$ cat config.mk
export PLATFORM = sky130hd
export DESIGN_NAME = pipe_stage
export DESIGN_NICKNAME = d
export VERILOG_FILES = /design/src/rtl/pipe_stage.sv
export SDC_FILE = /design/constraint.sdc
export NUM_CORES = 1
export LEC_CHECK = 0
export BUFFER_PORTS_ARGS = -buffer_cell sky130_fd_sc_hd__buf_2
export CAP_MARGIN = 25
export CORE_MARGIN = 5
export CORE_UTILIZATION = 50
export DETAILED_ROUTE_END_ITERATION = 12
export MAX_ROUTING_LAYER = met4
export PLACE_DENSITY = 0.76
export SETUP_SLACK_MARGIN = 0.02
export SLEW_MARGIN = 10
export SYNTH_ARGS = -nofsm -noshare
export SYNTH_HDL_FRONTEND = slang
export SYNTH_SLANG_ARGS = --single-unit
export TNS_END_PERCENT = 5
$ cat constraint.sdc
create_clock -name i_clk -period 5.2 [get_ports i_clk]
set_clock_uncertainty 0.2 [all_clocks]
set_input_delay 1.04 -clock i_clk [delete_from_list [all_inputs] [get_ports i_clk]]
set_output_delay 1.04 -clock i_clk [all_outputs]
set_load 0.005 [all_outputs]
$ cat src/rtl/pipe_stage.sv
// pipe_stage: parametrised inter-stage pipeline buffer.
// A DEPTH-entry skid FIFO sits between two pipeline stages and uses a valid/ready
// handshake on each side. It supports synchronous flush (branch/jump kill) and
// hazard bubble insertion (the head is hidden and held). It also keeps a
// saturating count of the cycles in which the stage stalled.
module pipe_stage #(
  parameter int WIDTH = 64,
  parameter int DEPTH = 2,
  parameter int CNT_W = 16
) (
  input  logic                       i_clk,
  input  logic                       i_rst_n,
  input  logic                       i_vld,
  output logic                       o_rdy,
  input  logic [WIDTH-1:0]           i_data,
  output logic                       o_vld,
  input  logic                       i_rdy,
  output logic [WIDTH-1:0]           o_data,
  input  logic                       i_flush,
  input  logic                       i_bubble,
  output logic [$clog2(DEPTH):0]     o_count,
  output logic                       o_full,
  output logic                       o_empty,
  output logic [CNT_W-1:0]           o_stall_cnt
);

  localparam int PTR_W = $clog2(DEPTH);
  localparam int OCC_W = PTR_W + 1;
  localparam logic [OCC_W-1:0] OCC_FULL = OCC_W'(DEPTH);

  // Saturating increment: once the counter reaches all-ones it holds there and
  // never wraps to zero.
  function automatic logic [CNT_W-1:0] sat_inc(input logic [CNT_W-1:0] v);
    return (&v) ? v : v + CNT_W'(1);
  endfunction

  // Registered state. Storage holds opaque payload and is not reset.
  logic [WIDTH-1:0] mem_p1 [DEPTH];
  logic [PTR_W-1:0] wr_ptr_p1;
  logic [PTR_W-1:0] rd_ptr_p1;
  logic [OCC_W-1:0] count_p1;
  logic [CNT_W-1:0] stall_cnt_p1;

  // Per-cycle handshake decisions.
  logic             full_p0;
  logic             empty_p0;
  logic             rdy_p0;
  logic             vld_p0;
  logic             push_p0;
  logic             pop_p0;
  logic             stall_p0;

  // Next-state values for the control registers.
  logic [PTR_W-1:0] wr_ptr_nxt;
  logic [PTR_W-1:0] rd_ptr_nxt;
  logic [OCC_W-1:0] count_nxt;

  // Handshake: ready depends only on the current occupancy. A pop in the same
  // cycle does not free space, so ready never depends on the downstream ready.
  always_comb begin
    full_p0  = (count_p1 == OCC_FULL);
    empty_p0 = (count_p1 == '0);
    rdy_p0   = !full_p0 && !i_flush;
    vld_p0   = !empty_p0 && !i_bubble && !i_flush;
    push_p0  = i_vld && rdy_p0;
    pop_p0   = vld_p0 && i_rdy;
    stall_p0 = !empty_p0 && !i_flush && (i_bubble || !i_rdy);
  end

  // Pointer and occupancy next-state. A flush kills everything and takes
  // priority over push and pop.
  always_comb begin
    wr_ptr_nxt = wr_ptr_p1;
    rd_ptr_nxt = rd_ptr_p1;
    count_nxt  = count_p1;
    if (i_flush) begin
      wr_ptr_nxt = '0;
      rd_ptr_nxt = '0;
      count_nxt  = '0;
    end else begin
      if (push_p0) wr_ptr_nxt = wr_ptr_p1 + PTR_W'(1);
      if (pop_p0)  rd_ptr_nxt = rd_ptr_p1 + PTR_W'(1);
      case ({push_p0, pop_p0})
        2'b10:   count_nxt = count_p1 + OCC_W'(1);
        2'b01:   count_nxt = count_p1 - OCC_W'(1);
        default: count_nxt = count_p1;
      endcase
    end
  end

  // Control registers: asynchronous clear, so all buffered payloads are discarded.
  always_ff @(posedge i_clk or negedge i_rst_n) begin
    if (!i_rst_n) begin
      wr_ptr_p1 <= '0;
      rd_ptr_p1 <= '0;
      count_p1  <= '0;
    end else begin
      wr_ptr_p1 <= wr_ptr_nxt;
      rd_ptr_p1 <= rd_ptr_nxt;
      count_p1  <= count_nxt;
    end
  end

  // Payload storage: write the accepted input into the slot at the write pointer.
  always_ff @(posedge i_clk) begin
    if (push_p0) mem_p1[wr_ptr_p1] <= i_data;
  end

  // Stall counter: counts cycles in which a held head was not consumed.
  // It clears only on reset.
  always_ff @(posedge i_clk or negedge i_rst_n) begin
    if (!i_rst_n) begin
      stall_cnt_p1 <= '0;
    end else if (stall_p0) begin
      stall_cnt_p1 <= sat_inc(stall_cnt_p1);
    end
  end

  // Outputs: the head is shown on o_data whenever the buffer is occupied.
  // A bubble affects only o_vld.
  assign o_rdy       = rdy_p0;
  assign o_vld       = vld_p0;
  assign o_data      = empty_p0 ? '0 : mem_p1[rd_ptr_p1];
  assign o_count     = count_p1;
  assign o_full      = full_p0;
  assign o_empty     = empty_p0;
  assign o_stall_cnt = stall_cnt_p1;

endmodule
Word level (Yosys, flattened, before mapping)
Memories as Yosys holds them, arrays and structs flattened.
Index checks and enable logic that the tools add are counted.
W data, S select, Z words.
Storage, ports and cells
  register bits after elaboration: 20
  RAM bits: 128
  bits of input ports: 70
  output and inout port bits: 86
  logic and storage cells: 42
  memories: 1
Cells by class
  $add $sub $neg: 5
  equal/unequal tests: 3
  multiplexer cells: 9
  bitwise logic cells: 1
  reduce and logical (&&, ||, !) cells: 19
Memory list
  mem_p1: depth 2, width 64, read ports 1, clocked after Yosys merged registers in 0, write ports 1, RTL line 38  | logic [WIDTH-1:0] mem_p1 [DEPTH];
Operators by type and width (number)
  $mux W64: 1
  $add A16 B1 Y16 const B: 1
  $reduce_and A16 Y1: 1
  $logic_and A1 B1 Y1: 7
  $mux W1: 6
  $logic_not A1 Y1: 5
  $eq A2 B2 Y1 const B: 2
  $pmux W2 S2: 1
  $reduce_bool A2 Y1: 2
  $reduce_bool A3 Y1: 1
  $add A1 B1 Y1 const B: 2
  $add A2 B1 Y2 const B: 1
  $eq A2 B1 Y1 const B: 1
  $logic_not A2 Y1: 1
  $mux W2: 1
  $reduce_and A2 Y1: 1
  $sub A2 B1 Y2 const B: 1
  $logic_or A1 B1 Y1: 1
  $not A1 Y1: 1

Logic depth before layout (Yosys ltp)
  word-level depth: 8
  mapped depth: 6

Worst setup path after synthesis
No wires, ideal clock.
  kind: input to register
  from: input i_flush
  to: memory mem_p1[0][0], enable pin
  library setup time: 0.487 ns
  arrival: 3.971 ns
  data required time: 4.513 ns
  slack: 0.542 ns
  stages on the path: 3
  buffers on the path: 0
  cell sequence: nor2_1 nand2_1 nor2_1
Between the ends
  word-level cells in the longest chain between the ends: 5
RTL lines
  from (decl): RTL line 19  | input logic i_flush,
  $logic_not A1 Y1: RTL line 63  | rdy_p0 = !full_p0 && !i_flush;
  $logic_and A1 B1 Y1: RTL line 63
  $logic_and A1 B1 Y1: RTL line 65  | push_p0 = i_vld && rdy_p0;
  $mux W1: RTL line 106  | if (push_p0) mem_p1[wr_ptr_p1] <= i_data;
  $mux W1 (not written as such): RTL line 106
  to (decl): RTL line 38
Every way passes these cells.

Worst setup path in the final report
  from: register count_p1[1] (netlist: o_count[1])
  to: output o_data[3]
Between the ends
  word-level cells in the longest chain between the ends: 2
RTL lines
  from (decl): RTL line 41  | logic [OCC_W-1:0] count_p1;
  from (signal assigned): RTL line 100  | count_p1 <= count_nxt;
  $logic_not A2 Y1: RTL line 62  | empty_p0 = (count_p1 == '0);
  $mux W64: RTL line 123  | assign o_data = empty_p0 ? '0 : mem_p1[rd_ptr_p1];
  to (decl): RTL line 18  | output logic [WIDTH-1:0] o_data,
Every way passes these cells.

==> results.yml <==
die:
  die-height_um: 118
  horizontal_extent_of_the_die_um: 118
  num_rows: 39
  start_util: 0.512
  top_level_ports: 156
  core_region_area_um2: 11400
  dieArea_um2: 14000
hold_path:
  hold_class: "reg -> reg"
  endpoint_worst_hold: "o_stall_cnt[7]"
  whs_path_depth: 1
  hp-start: "o_stall_cnt[7]"
clock_tree:
  cts_buffer_depth: 2
  insertion_delay_ns: 0.41
  cts.htree.levels: 4
  cts_setup_buffers: 0
  clock_sinks: 148
  cts_bufs_inserted: 17
  cts_hold_buffers: 0
  path_clk_slew_ns: 0.06
  cts.repair.resized: 0
  tritoncts: "yes"
  clockRootBuffer: "sky130_fd_sc_hd__clkbuf_16"
finish:
  fraction_of_final_layout_cells_sized_beyond_drive_strength_1: 0.376
  post_layout_nonfiller_instances: 686
  fin_nets: 601
  syn_to_final_growth_pct: 25.1
  fin_area_um2: 7310
drt:
  drtIter0Drc: 253
  routed_via_density: 5.10
  detailedRoute.firstPassIterationCount: 4
  route.detailed.wl_per_inst_um: 16.7
  drt_drc_violations_left: 0
  wl_final_um: 11500
  detailroute.via_count: 3501
  ant_nets: 0
sta:
  rsz_0062_raised_after_global_routing: "no"
  setup_total_negative_slack_ns: 0
  finalCritPeriodShare: 0.672
  timing.final.setup_violations: 0
  max_clock_freq_mhz: 286
  period_needed_ns: 3.50
  hold_viol: 0
  holdWs_ns: 0.288
  timing_worst_slew_pin_value_ns: 0.879
  max_slew_margin: 0.414
  report.final.slew_viol_count: 0
worst_setup_path:
  worst_ep_arrival_time_ns: 2.26
  reg2reg_to: "mem_p1[1][63]"
  worst_r2r_path_depth: 5
  worst_setup_path_start_kind: "flip-flop"
  reg2reg_from: "o_count[0]"
  worstSetupEndpointType: "primary output"
  library_cell_contributing_the_largest_single_delay_on_the_critical_path: "sky130_fd_sc_hd__nor2_4"
  timing.critical_path.cells: "nor2_4 -> buf_4 -> nor2_1 -> buf_2"
  worst-setup-path-type: "reg -> out"
  reg2reg_slack_ns: 2.36
  required_time_of_the_worst_setup_path_ns: 3.96
  cp_slowest_stage_delay_ns: 0.63
  path_max_fanout: 34
pwr:
  share_comb_of_total_power: 0.101
  power_switching_share: 0.228
  netSwitchingPower_mw: 0.616
  internal_power_component_mw: 2.08
  pwr-share-clk: 0.379
  power.density_nw_per_um2: 369
  p_leak_nw: 2.93
  irDropWorstVdd_uv: 219
  power_frac_seq: 0.520
  fin_total_pwr_mw: 2.70
grt:
  groute.usage.overall: 0.175
  largest_net_degree_at_the_start_of_global_routing: 50
  globalRouteOverflowTotal: 0
  number_of_global_route_vias_before_repair: 3687
  antenna_violations_before_repair: 1
  grt_first_pass_wirelength_um: 18600
synth:
  post_synth_instance_area_um2: 5840
  ys_seq_area_frac: 0.743
  synth_enable_flop_cells: 128
  mappedNetlistNets: 438
  synth_cell_type_count: 37
  synth_async_sr_flop_share: 0.135
  syn_area_per_cell_um2: 15.9
  yosysWarnings: 0
  postSynth.topFlopCell: "sky130_fd_sc_hd__edfxtp_1"
  synth_seq_cells: 148
  synthesized_instance_count: 367
placement:
  hpwlAfterDp_um: 7880
  post-place-cells: 654
  gp_congestion: 0.782
  portBuffers: 155
  dpl_cell_area_um2: 6810
flow_run:
  max-cap-violations: 0
run_status:
  run_status: "completed"
synth_stat cells, drive strengths merged, types with 2 or more instances:
library cell	n	area share
nand2	4	0.0026
nor3b	2	0.0026
mux2	2	0.0045
or2	2	0.0021
o21ai	2	0.0017
nor3	2	0.0017
a21oi	5	0.0043
xor2	9	0.013
buf	10	0.0077
nand2b	2	0.0021
mux2i	65	0.11
dfrtp	20	0.086
nand3	5	0.0043
xnor2	6	0.0090
nor4	5	0.011
edfxtp	128	0.66
clkbuf	6	0.0039
nor2	72	0.047
and3	3	0.0032
nand4	7	0.0096
metal layers:
metal,vias to the layer above,global-route usage,part of all wire
met1,1683,0.210,0.42
li1,1694,-,-
met3,11,0.0557,0.065
met4,0,0.0753,0.011
met2,113,0.272,0.50
met5,-,-,0
sequential cells by signal, indices dropped and copies added (netlist names):
name and cells:
o_count 2, rd_ptr_p1 1, mem_p1 128, wr_ptr_p1 1, o_stall_cnt 16
worst max-delay path, delay by kind of cell (launching register included):
kind                   cells  cell delay (ns)
DFF                        1             0.48
and+or+nand+nor            2             0.74
buffers and inverters      2             0.61
kinds of logic (layout without fill, tap and decap cells):
logic type / Yosys count / after routing / synth area share
AOI/OAI and AO/OA: 10 / 10 / 0.0105
DFF: 148 / 148 / 0.743
other: 0 / 1 / 0
adders and majority gates: 1 / 1 / 0.00214
muxes: 67 / 67 / 0.116
xor gates and xnor gates: 15 / 15 / 0.0225
buffers and inverters: 17 / 192 / 0.0122
and+or+nand+nor: 109 / 109 / 0.0936
final cells by class:
type | count | area, um2
fill | 853 | 4110
clock buffer | 18 | 429
multi-input combinational | 202 | 1450
tap | 143 | 179
inverter | 1 | 3.75
sequential | 148 | 4350
clock inverter | 13 | 70.1
timing repair buffer | 160 | 833
antenna | 1 | 2.50
worst max path at each step:
stage / startpoint / cells past startpoint / slack [ns] / to
after detailed placement: i_flush / 4 / 1.93 / mem_p1[1][50]
after floorplan: i_flush / 3 / 0.54 / mem_p1[0][0]
after CTS: o_count[1] / 4 / 1.63 / o_data[59]
after global routing: o_count[1] / 4 / 1.50 / o_data[2]
after global placement: i_flush / 4 / 1.99 / mem_p1[1][46]
final: o_count[1] / 4 / 1.70 / o_data[3]
placed cells by master, fill, tap and decap left out, drive strengths merged, types with 2 or more instances in the layout:
cell type / synthesis / routed
mux2i: 65 / 65
nand2: 4 / 4
xnor2: 6 / 6
or2: 2 / 2
and3: 3 / 3
nor2: 72 / 72
nand2b: 2 / 2
clkbuf: 6 / 18
buf: 10 / 160
clkinv: 0 / 13
dfrtp: 20 / 20
a21oi: 5 / 5
edfxtp: 128 / 128
nor4: 5 / 5
nor3: 2 / 2
nand3: 5 / 5
xor2: 9 / 9
o21ai: 2 / 2
nor3b: 2 / 2
mux2: 2 / 2
nand4: 7 / 7
metrics by stage:
stage	util	worst slack [ns]
floorplan	-	0.542
global placement	0.594	1.99
detailed placement	0.596	1.93
CTS	0.640	1.63
global route	0.640	1.50
finish	0.640	1.70
power by group through the flow:
| stage | Combinational [mW] | Sequential, mW | Clock (mW) |
|---|---|---|---|
| 6_report | 0.272 | 1.40 | 1.02 |
| 5_1_grt | 0.303 | 1.41 | 1.11 |
| 3_3_place_gp | 0.259 | 1.43 | 0 |
| 3_5_place_dp | 0.278 | 1.43 | 0 |
| 2_1_floorplan | 0.143 | 1.42 | 0 |
| 4_1_cts | 0.279 | 1.40 | 1.04 |
(Power assumes the default switching activity.)
